### config.mk
export PLATFORM = sky130hd
export DESIGN_NAME = fetch_controller_flat
export DESIGN_NICKNAME = d
export VERILOG_FILES = /design/src/rtl/fetch_controller_if.sv /design/src/rtl/fetch_controller.sv /design/src/flat_wrapper.sv
export SDC_FILE = /design/constraint.sdc
export NUM_CORES = 1
export LEC_CHECK = 0
export ABC_AREA = 1
export CORE_ASPECT_RATIO = 0.75
export CORE_MARGIN = 5
export CORE_UTILIZATION = 35
export DETAILED_ROUTE_END_ITERATION = 16
export HOLD_SLACK_MARGIN = 0.1
export PLACE_DENSITY = 0.68
export SLEW_MARGIN = 40
export SYNTH_ARGS = -nofsm -noshare
export SYNTH_HDL_FRONTEND = slang
export SYNTH_SLANG_ARGS = --single-unit
### constraint.sdc
create_clock -name clk -period 4 [get_ports clk]
set_clock_uncertainty 0.2 [all_clocks]
set_input_delay 1 -clock clk [delete_from_list [all_inputs] [get_ports clk]]
set_output_delay 1 -clock clk [all_outputs]
set_load 0.03 [all_outputs]
### src/rtl/fetch_controller_if.sv
// Signal bundle between the fetch controller and its program counter,
// instruction memory and downstream consumer.
interface fetch_controller_if #(
    parameter int COUNT_W = 16
);
    // program counter
    logic [7:0]         pc_addr;
    logic               pc_halt;
    logic               pc_branch;
    logic [7:0]         pc_offset;

    // instruction memory
    logic               imem_req;
    logic [7:0]         imem_addr;
    logic               imem_ready;
    logic [8:0]         imem_rdata;

    // execution side
    logic               cond_flag;
    logic               instr_valid;
    logic [8:0]         instr_out;
    logic               instr_ack;
    logic               halted;
    logic [COUNT_W-1:0] retired_count;

    modport master (
        input  pc_addr,
        input  imem_ready,
        input  imem_rdata,
        input  cond_flag,
        input  instr_ack,
        output pc_halt,
        output pc_branch,
        output pc_offset,
        output imem_req,
        output imem_addr,
        output instr_valid,
        output instr_out,
        output halted,
        output retired_count
    );

    modport slave (
        output pc_addr,
        output imem_ready,
        output imem_rdata,
        output cond_flag,
        output instr_ack,
        input  pc_halt,
        input  pc_branch,
        input  pc_offset,
        input  imem_req,
        input  imem_addr,
        input  instr_valid,
        input  instr_out,
        input  halted,
        input  retired_count
    );
endinterface

### src/rtl/fetch_controller.sv
// Fetch/issue sequencer: fetches one instruction word, resolves branches locally,
// hands everything else downstream and stalls the program counter until it retires.
module fetch_controller #(
    parameter int COUNT_W = 16
) (
    input  logic          clk,
    input  logic          reset,
    fetch_controller_if.master bus
);

    typedef enum logic [1:0] {
        IDLE   = 2'd0,
        FETCH  = 2'd1,
        ISSUE  = 2'd2,
        HALTED = 2'd3
    } state_t;

    typedef enum logic [1:0] {
        OP_NORMAL = 2'd0,
        OP_BRANCH = 2'd1,
        OP_COND   = 2'd2,
        OP_HALT   = 2'd3
    } op_t;

    localparam logic [8:0] HALT_WORD  = 9'b101_111111;
    localparam logic [2:0] BRANCH_OPC = 3'b110;
    localparam logic [2:0] COND_OPC   = 3'b111;

    state_t             state;
    state_t             state_next;
    logic [8:0]         ir;
    logic [COUNT_W-1:0] count;
    op_t                op;
    logic [7:0]         offset_sext;
    logic               retire;

    logic               pc_halt;
    logic               pc_branch;
    logic [7:0]         pc_offset;
    logic               imem_req;
    logic               instr_valid;
    logic               halted;

    // Decode is purely a function of IR, so it is stable for the whole ISSUE stay.
    always_comb begin
        offset_sext = {{2{ir[5]}}, ir[5:0]};
        if (ir == HALT_WORD) begin
            op = OP_HALT;
        end else if (ir[8:6] == BRANCH_OPC) begin
            op = OP_BRANCH;
        end else if (ir[8:6] == COND_OPC) begin
            op = OP_COND;
        end else begin
            op = OP_NORMAL;
        end
    end

    // NOTE: sequential state uses non-blocking assignments and an async reset in the
    // sensitivity list, so every register clears the instant reset rises.
    always_ff @(posedge clk or posedge reset) begin
        if (reset) begin
            state <= IDLE;
        end else begin
            state <= state_next;
        end
    end

    always_ff @(posedge clk or posedge reset) begin
        if (reset) begin
            ir <= '0;
        end else if (state == FETCH && bus.imem_ready) begin
            ir <= bus.imem_rdata;
        end
    end

    always_ff @(posedge clk or posedge reset) begin
        if (reset) begin
            count <= '0;
        end else if (retire) begin
            count <= count + COUNT_W'(1);
        end
    end

    // NOTE: every output of this block gets a default first; a path that skips an
    // assignment would otherwise infer a latch.
    always_comb begin
        state_next  = state;
        retire      = 1'b0;
        pc_halt     = 1'b1;
        pc_branch   = 1'b0;
        pc_offset   = '0;
        imem_req    = 1'b0;
        instr_valid = 1'b0;
        halted      = 1'b0;

        unique case (state)
            IDLE: begin
                state_next = FETCH;
            end

            FETCH: begin
                imem_req = 1'b1;
                if (bus.imem_ready) begin
                    state_next = ISSUE;
                end
            end

            ISSUE: begin
                unique case (op)
                    OP_BRANCH: begin
                        pc_halt    = 1'b0;
                        pc_branch  = 1'b1;
                        pc_offset  = offset_sext;
                        retire     = 1'b1;
                        state_next = FETCH;
                    end
                    OP_COND: begin
                        pc_halt    = 1'b0;
                        pc_branch  = bus.cond_flag;
                        pc_offset  = bus.cond_flag ? offset_sext : 8'h00;
                        retire     = 1'b1;
                        state_next = FETCH;
                    end
                    OP_HALT: begin
                        retire     = 1'b1;
                        state_next = HALTED;
                    end
                    default: begin
                        instr_valid = 1'b1;
                        if (bus.instr_ack) begin
                            pc_halt    = 1'b0;
                            retire     = 1'b1;
                            state_next = FETCH;
                        end
                    end
                endcase
            end

            HALTED: begin
                halted = 1'b1;
            end

            default: begin
                state_next = IDLE;
            end
        endcase
    end

    assign bus.pc_halt       = pc_halt;
    assign bus.pc_branch     = pc_branch;
    assign bus.pc_offset     = pc_offset;
    assign bus.imem_req      = imem_req;
    assign bus.imem_addr     = bus.pc_addr;
    assign bus.instr_valid   = instr_valid;
    assign bus.instr_out     = ir;
    assign bus.halted        = halted;
    assign bus.retired_count = count;

    // A stalled PC must never see a stale branch request.
    a_halt_quiet: assert property (@(posedge clk) disable iff (reset)
        pc_halt |-> (!pc_branch && pc_offset == 8'h00));

    a_single_retire: assert property (@(posedge clk) disable iff (reset)
        !pc_halt |-> state == ISSUE);

    a_req_only_fetch: assert property (@(posedge clk) disable iff (reset)
        imem_req |-> state == FETCH);

endmodule

### src/flat_wrapper.sv
// flat-port wrapper written by rule: the top's interface ports become plain ports
module fetch_controller_flat 
#(
    parameter int COUNT_W = 16
)
  (clk, reset, bus_pc_addr, bus_imem_ready, bus_imem_rdata, bus_cond_flag, bus_instr_ack, bus_pc_halt, bus_pc_branch, bus_pc_offset, bus_imem_req, bus_imem_addr, bus_instr_valid, bus_instr_out, bus_halted, bus_retired_count);
  fetch_controller_if #(.COUNT_W(COUNT_W)) bus_i ();
  input  logic clk;
  input  logic reset;
  input wire logic [$bits(bus_i.pc_addr)-1:0] bus_pc_addr;
  input wire logic [$bits(bus_i.imem_ready)-1:0] bus_imem_ready;
  input wire logic [$bits(bus_i.imem_rdata)-1:0] bus_imem_rdata;
  input wire logic [$bits(bus_i.cond_flag)-1:0] bus_cond_flag;
  input wire logic [$bits(bus_i.instr_ack)-1:0] bus_instr_ack;
  output wire logic [$bits(bus_i.pc_halt)-1:0] bus_pc_halt;
  output wire logic [$bits(bus_i.pc_branch)-1:0] bus_pc_branch;
  output wire logic [$bits(bus_i.pc_offset)-1:0] bus_pc_offset;
  output wire logic [$bits(bus_i.imem_req)-1:0] bus_imem_req;
  output wire logic [$bits(bus_i.imem_addr)-1:0] bus_imem_addr;
  output wire logic [$bits(bus_i.instr_valid)-1:0] bus_instr_valid;
  output wire logic [$bits(bus_i.instr_out)-1:0] bus_instr_out;
  output wire logic [$bits(bus_i.halted)-1:0] bus_halted;
  output wire logic [$bits(bus_i.retired_count)-1:0] bus_retired_count;
  assign bus_i.pc_addr = bus_pc_addr;
  assign bus_i.imem_ready = bus_imem_ready;
  assign bus_i.imem_rdata = bus_imem_rdata;
  assign bus_i.cond_flag = bus_cond_flag;
  assign bus_i.instr_ack = bus_instr_ack;
  assign bus_pc_halt = bus_i.pc_halt;
  assign bus_pc_branch = bus_i.pc_branch;
  assign bus_pc_offset = bus_i.pc_offset;
  assign bus_imem_req = bus_i.imem_req;
  assign bus_imem_addr = bus_i.imem_addr;
  assign bus_instr_valid = bus_i.instr_valid;
  assign bus_instr_out = bus_i.instr_out;
  assign bus_halted = bus_i.halted;
  assign bus_retired_count = bus_i.retired_count;
  fetch_controller #(.COUNT_W(COUNT_W)) u_core (.clk(clk), .reset(reset), .bus(bus_i));
endmodule
## Word level (Yosys, flattened, before mapping)

Index checks and enable logic that the tools add are counted.

- Order comparisons: 0
- Mux-type cells: 22
- $mul: 0
- Add/subtract/negate cells: 1
- Reductions and logical operators: 6
- Divide/modulo/power cells: 0
- Shift-type cells: 0
- Equality and inequality tests: 11
- Bitwise operators: 0

Operators by type and width:

| operator | count |
|---|---|
| $add 16x1->16 const B | 1 |
| $mux 8 | 2 |
| $pmux 8 s2 | 1 |
| $mux 1 | 10 |
| $mux 2 | 5 |
| $eq 9x9->1 const B | 1 |
| $eq 2x2->1 const B | 4 |
| $eq 3x3->1 const B | 2 |
| $pmux 2 s3 | 1 |
| $eq 2x1->1 const B | 2 |
| $ne 4x3->1 const B | 1 |
| $pmux 1 s2 | 2 |
| $pmux 2 s2 | 1 |
| $reduce_and 3->1 | 1 |
| $reduce_bool 3->1 | 1 |
| $reduce_or 3->1 | 1 |
| $logic_not 2->1 | 1 |
| $ne 2x2->1 const B | 1 |
| $reduce_or 2->1 | 1 |
| $logic_and 1x1->1 | 1 |

- Input bits: 22
- Bits in latches: 0
- Memories kept: 0
- RAM bits: 0
- Bits in read-only memories: 0
- Register bits after elaboration: 27
- Logic and storage cells: 43

## Longest topological paths before layout

- Word-level depth: 8
- Gate-level depth with buffers: 13
- Gate-level depth less buffers: 13

## Worst setup path after synthesis

Ideal clock, no wire load.

- Kind: reg2out
- From: register u_core.ir[0], in the netlist u_core.bus.instr_out[0]
- To: output bus_pc_offset[6]
- Cell stages (with the launch flop): 11
- Arrival: 2,348 ps
- Path buffers: 1
- Slack: 452 ps
- Cell sequence: dfrtp_1 > inv_1 > nor3_1 > nand4_1 > nand2_1 > inv_1 > ha_1 > nor2_1 > nand2_1 > nor2_1 > buf_4

- Word-level cells in the longest chain between the ends: 5
- Elaborated cells on any way between the ends: 6

Ends and longest elaborated chain:

| what | RTL line | RTL |
|---|---|---|
| start: declaration | fetch_controller.sv:31 | `logic [8:0] ir;` |
| start signal: assignment | fetch_controller.sv:72 | `ir <= bus.imem_rdata;` |
| $eq 9x9->1 (*) | fetch_controller.sv:47 | `if (ir == HALT_WORD) begin` |
| $mux 2 (*) | fetch_controller.sv:47 |  |
| $eq 2x2->1 / $eq 2x1->1 (equally long branches) | fetch_controller.sv:109 | `unique case (op)` |
| $pmux 8 s2 (*) | fetch_controller.sv:109 |  |
| $mux 8 (*) | fetch_controller.sv:96 | `unique case (state)` |
| end: declaration | flat_wrapper.sv:17 | `output wire logic [$bits(bus_i.pc_offset)-1:0] bus_pc_offset;` |

Every way passes the cells marked *; elsewhere a longest branch is shown, timed or not.

## Worst setup path after layout

- From: register u_core.ir[7], in the netlist u_core.bus.instr_out[7]
- To: output bus_pc_offset[6]

- Word-level cells in the longest chain between the ends: 7
- Elaborated cells on any way between the ends: 10

Ends and longest elaborated chain:

| what | RTL line | RTL |
|---|---|---|
| $eq 3x3->1 | fetch_controller.sv:51 | `end else if (ir[8:6] == COND_OPC) begin` |
| $mux 2 | fetch_controller.sv:51 |  |
| $mux 2 | fetch_controller.sv:49 | `end else if (ir[8:6] == BRANCH_OPC) begin` |
| $mux 2 (*) | fetch_controller.sv:47 |  |
| $eq 2x2->1 / $eq 2x1->1 (equally long branches) | fetch_controller.sv:109 |  |
| $pmux 8 s2 (*) | fetch_controller.sv:109 |  |
| $mux 8 (*) | fetch_controller.sv:96 |  |

Marked as above.

==> results.json <==
{
  "die_x_um": 87.9,
  "clock_sinks": 27,
  "core_area_um2": 4440,
  "cts_max_path_buffers": 2,
  "critPathRequiredTime_ps": 2800,
  "clk_pin_slew_ps": 90,
  "grt_pass1_vias": 1261,
  "final_area_um2": 2160,
  "yosys_warnings": 0,
  "fmax_mhz": 273,
  "grt-ovfl-total": 0,
  "avgSynthCellArea_um2": 8.51,
  "post-route-util": 0.486,
  "cts_tree": "done",
  "antenna_found_initial": 0,
  "layout-drive-gt1-share": 0.0647,
  "hold_class": "reg -> reg",
  "root_buffer": "clkbuf_8",
  "drv_slew": 0,
  "rsz0062_at_grt": "false",
  "power_leakage_nw": 1.24,
  "final_hold_viol_count": 0,
  "grt_first_pass_wirelength_mm": 5.72,
  "drc": 0,
  "grt.met1_usage": 0.157,
  "ys_seq_elements": 27,
  "drt_iter0_drc": 45,
  "routed_via_density": 4.54,
  "vdd_drop_max_mv": 0.120,
  "port_buffers": 51,
  "ios": 68,
  "syn_inst": 187,
  "worst_ep_arrival_time_ps": 2460,
  "hold_slack_ps": 326,
  "grt-busiest-layer": "met2",
  "holdBufCountCts": 0,
  "route.detailed.wl_per_inst_um": 11.9,
  "setup_viol_count_final": 0,
  "tightest_slew_ps": 511,
  "gp_congestion": 0.802,
  "crit_path_start_kind": "flip-flop",
  "crit_path_end_kind": "primary output",
  "met2_usage": 0.202,
  "n_antenna_cell": 0,
  "totalWireLength_mm": 3.43,
  "dp_hpwl_mm": 2.71,
  "track_usage": 0.120,
  "cp_max_fo": 7,
  "nets": 265,
  "synthesis.area_um2": 1590,
  "dieArea_um2": 6010,
  "max-slew-margin-rel": 0.658,
  "drv_cap": 0,
  "seq_area_frac_synth": 0.425,
  "start_util": 0.358,
  "crit_type": "reg -> out",
  "antenna_left": 0,
  "area_growth_pct": 35.6,
  "status": "completed",
  "ys_types": 23,
  "finalPower_mw": 0.446,
  "post_cts_buffers": 0,
  "grtUsageMet3": 0.0373,
  "clkLatencyLatePin_ps": 270,
  "chipHeight_um": 68.4,
  "first_pass_iters": 5,
  "cts_buffers": 3,
  "fin_tns_setup_ps": 0,
  "fin_crit_sh": 0.914,
  "grt_max_degree": 28,
  "rows": 21,
  "min_period_ps": 3660,
  "synth_fp_nets": 219,
  "place_area_um2": 2100,
  "power_density_nw_per_um2": 207,
  "htree_levels": 1,
  "vias": 1311
}
==> layer usage <==
metal  vias up  wire [um]
met5         -          0
met4         0          4
met3         2        264
met2        35       1530
met1       605       1630
li1        669          -
==> stage by stage <==
stage,std cells,setup WS (ps)
global route,289,59.9
CTS,289,81.7
detailed placement,285,93.4
finish,289,343
global placement,285,150
floorplan,187,452
==> flip-flops by register name, summed over array words and instances (netlist names) <==
register and cells:
u_core.bus.instr_out 9, u_core.state 2, u_core.bus.retired_count 16
==> path summary, 6_finish.rpt <==
path / start / endpoint / slack [ps] / depth (start not counted)
max: u_core.bus.instr_out[7] / bus_pc_offset[6] / 340 / 9
min in group asynchronous: reset / u_core.bus.retired_count[6] / 880 / 3
max reg2reg: u_core.bus.instr_out[7] / u_core.bus.retired_count[13] / 1740 / 11
max in group asynchronous: reset / u_core.bus.instr_out[6] / 2450 / 3
min: u_core.bus.retired_count[14] / u_core.bus.retired_count[14] / 330 / 2
min reg2reg: u_core.bus.retired_count[14] / u_core.bus.retired_count[14] / 330 / 2
==> power by group <==
part,internal (mW),switching [mW]
sequential,0.273,0
combinational,0.0120,0.00827
clock,0.0698,0.0837
==> synth_stat cells <==
| cell type | instances | area share |
|---|---|---|
| ha_1 | 10 | 0.079 |
| dfrtp_1 | 27 | 0.42 |
| nor3_2 | 1 | 0.0063 |
| buf_2 | 1 | 0.0031 |
| nand2_1 | 42 | 0.099 |
| nor3_1 | 4 | 0.013 |
| nand3_2 | 1 | 0.0063 |
| nand3_1 | 6 | 0.019 |
| mux2_2 | 3 | 0.021 |
| inv_1 | 27 | 0.064 |
| a21oi_1 | 9 | 0.028 |
| buf_4 | 10 | 0.047 |
| xnor2_1 | 4 | 0.022 |
| o211ai_1 | 1 | 0.0047 |
| o21ai_0 | 2 | 0.0063 |
| nor2_4 | 2 | 0.014 |
| nand4_1 | 5 | 0.020 |
| nor3_4 | 2 | 0.020 |
| xor2_1 | 5 | 0.028 |
| o21bai_1 | 1 | 0.0047 |
| nand3b_1 | 4 | 0.019 |
| nand2_4 | 1 | 0.0071 |
| nor2_1 | 19 | 0.045 |
==> logic make-up after synthesis <==
family / share of synthesized area
flip-flops: 0.425
AND/OR/NAND/NOR: 0.268
AO/OA/AOI/OAI: 0.0440
buffers and inverters: 0.114
adder cells (fa/ha/maj): 0.0786
XOR/XNOR: 0.0495
multiplexers: 0.0212
==> area by class of cell <==
| class | instances | area [um2] |
|---|---|---|
| Tap cell | 57 | 71.3 |
| Timing Repair Buffer | 52 | 529 |
| Multi-Input combinational cell | 122 | 734 |
| Sequential cell | 27 | 676 |
| Inverter | 27 | 101 |
| Clock buffer | 3 | 41.3 |
| Fill cell | 416 | 2280 |
| Clock inverter | 1 | 5.00 |
==> placed cells by master, fill, tap and decap left out, drive strengths merged, types with 4 or more instances in the layout <==
cell type,count
dlymetal6s2s,6
a21oi,9
ha,10
nor2,21
clkdlybuf4s50,42
dfrtp,27
xor2,5
nand4,5
xnor2,4
nand3b,4
nand2,43
inv,27
nor3,7
nand3,7
==> critical path: stages (launching register included) <==
cell and delay [ps]:
dfrtp_1 430, nor3_1 200, nand4_1 140, nand2_1 140, inv_1 70, ha_1 310, nor2_1 100, nand2_1 170
nor2_1 200, dlygate4sd2_1 420
==> timing repair <==
action | CTS | global route
gates cloned | 0 | 0
setup endpoints to repair | 3 | 6
pin swaps | 0 | 0
resized for setup | 3 | 6
(Power assumes the default switching activity.)
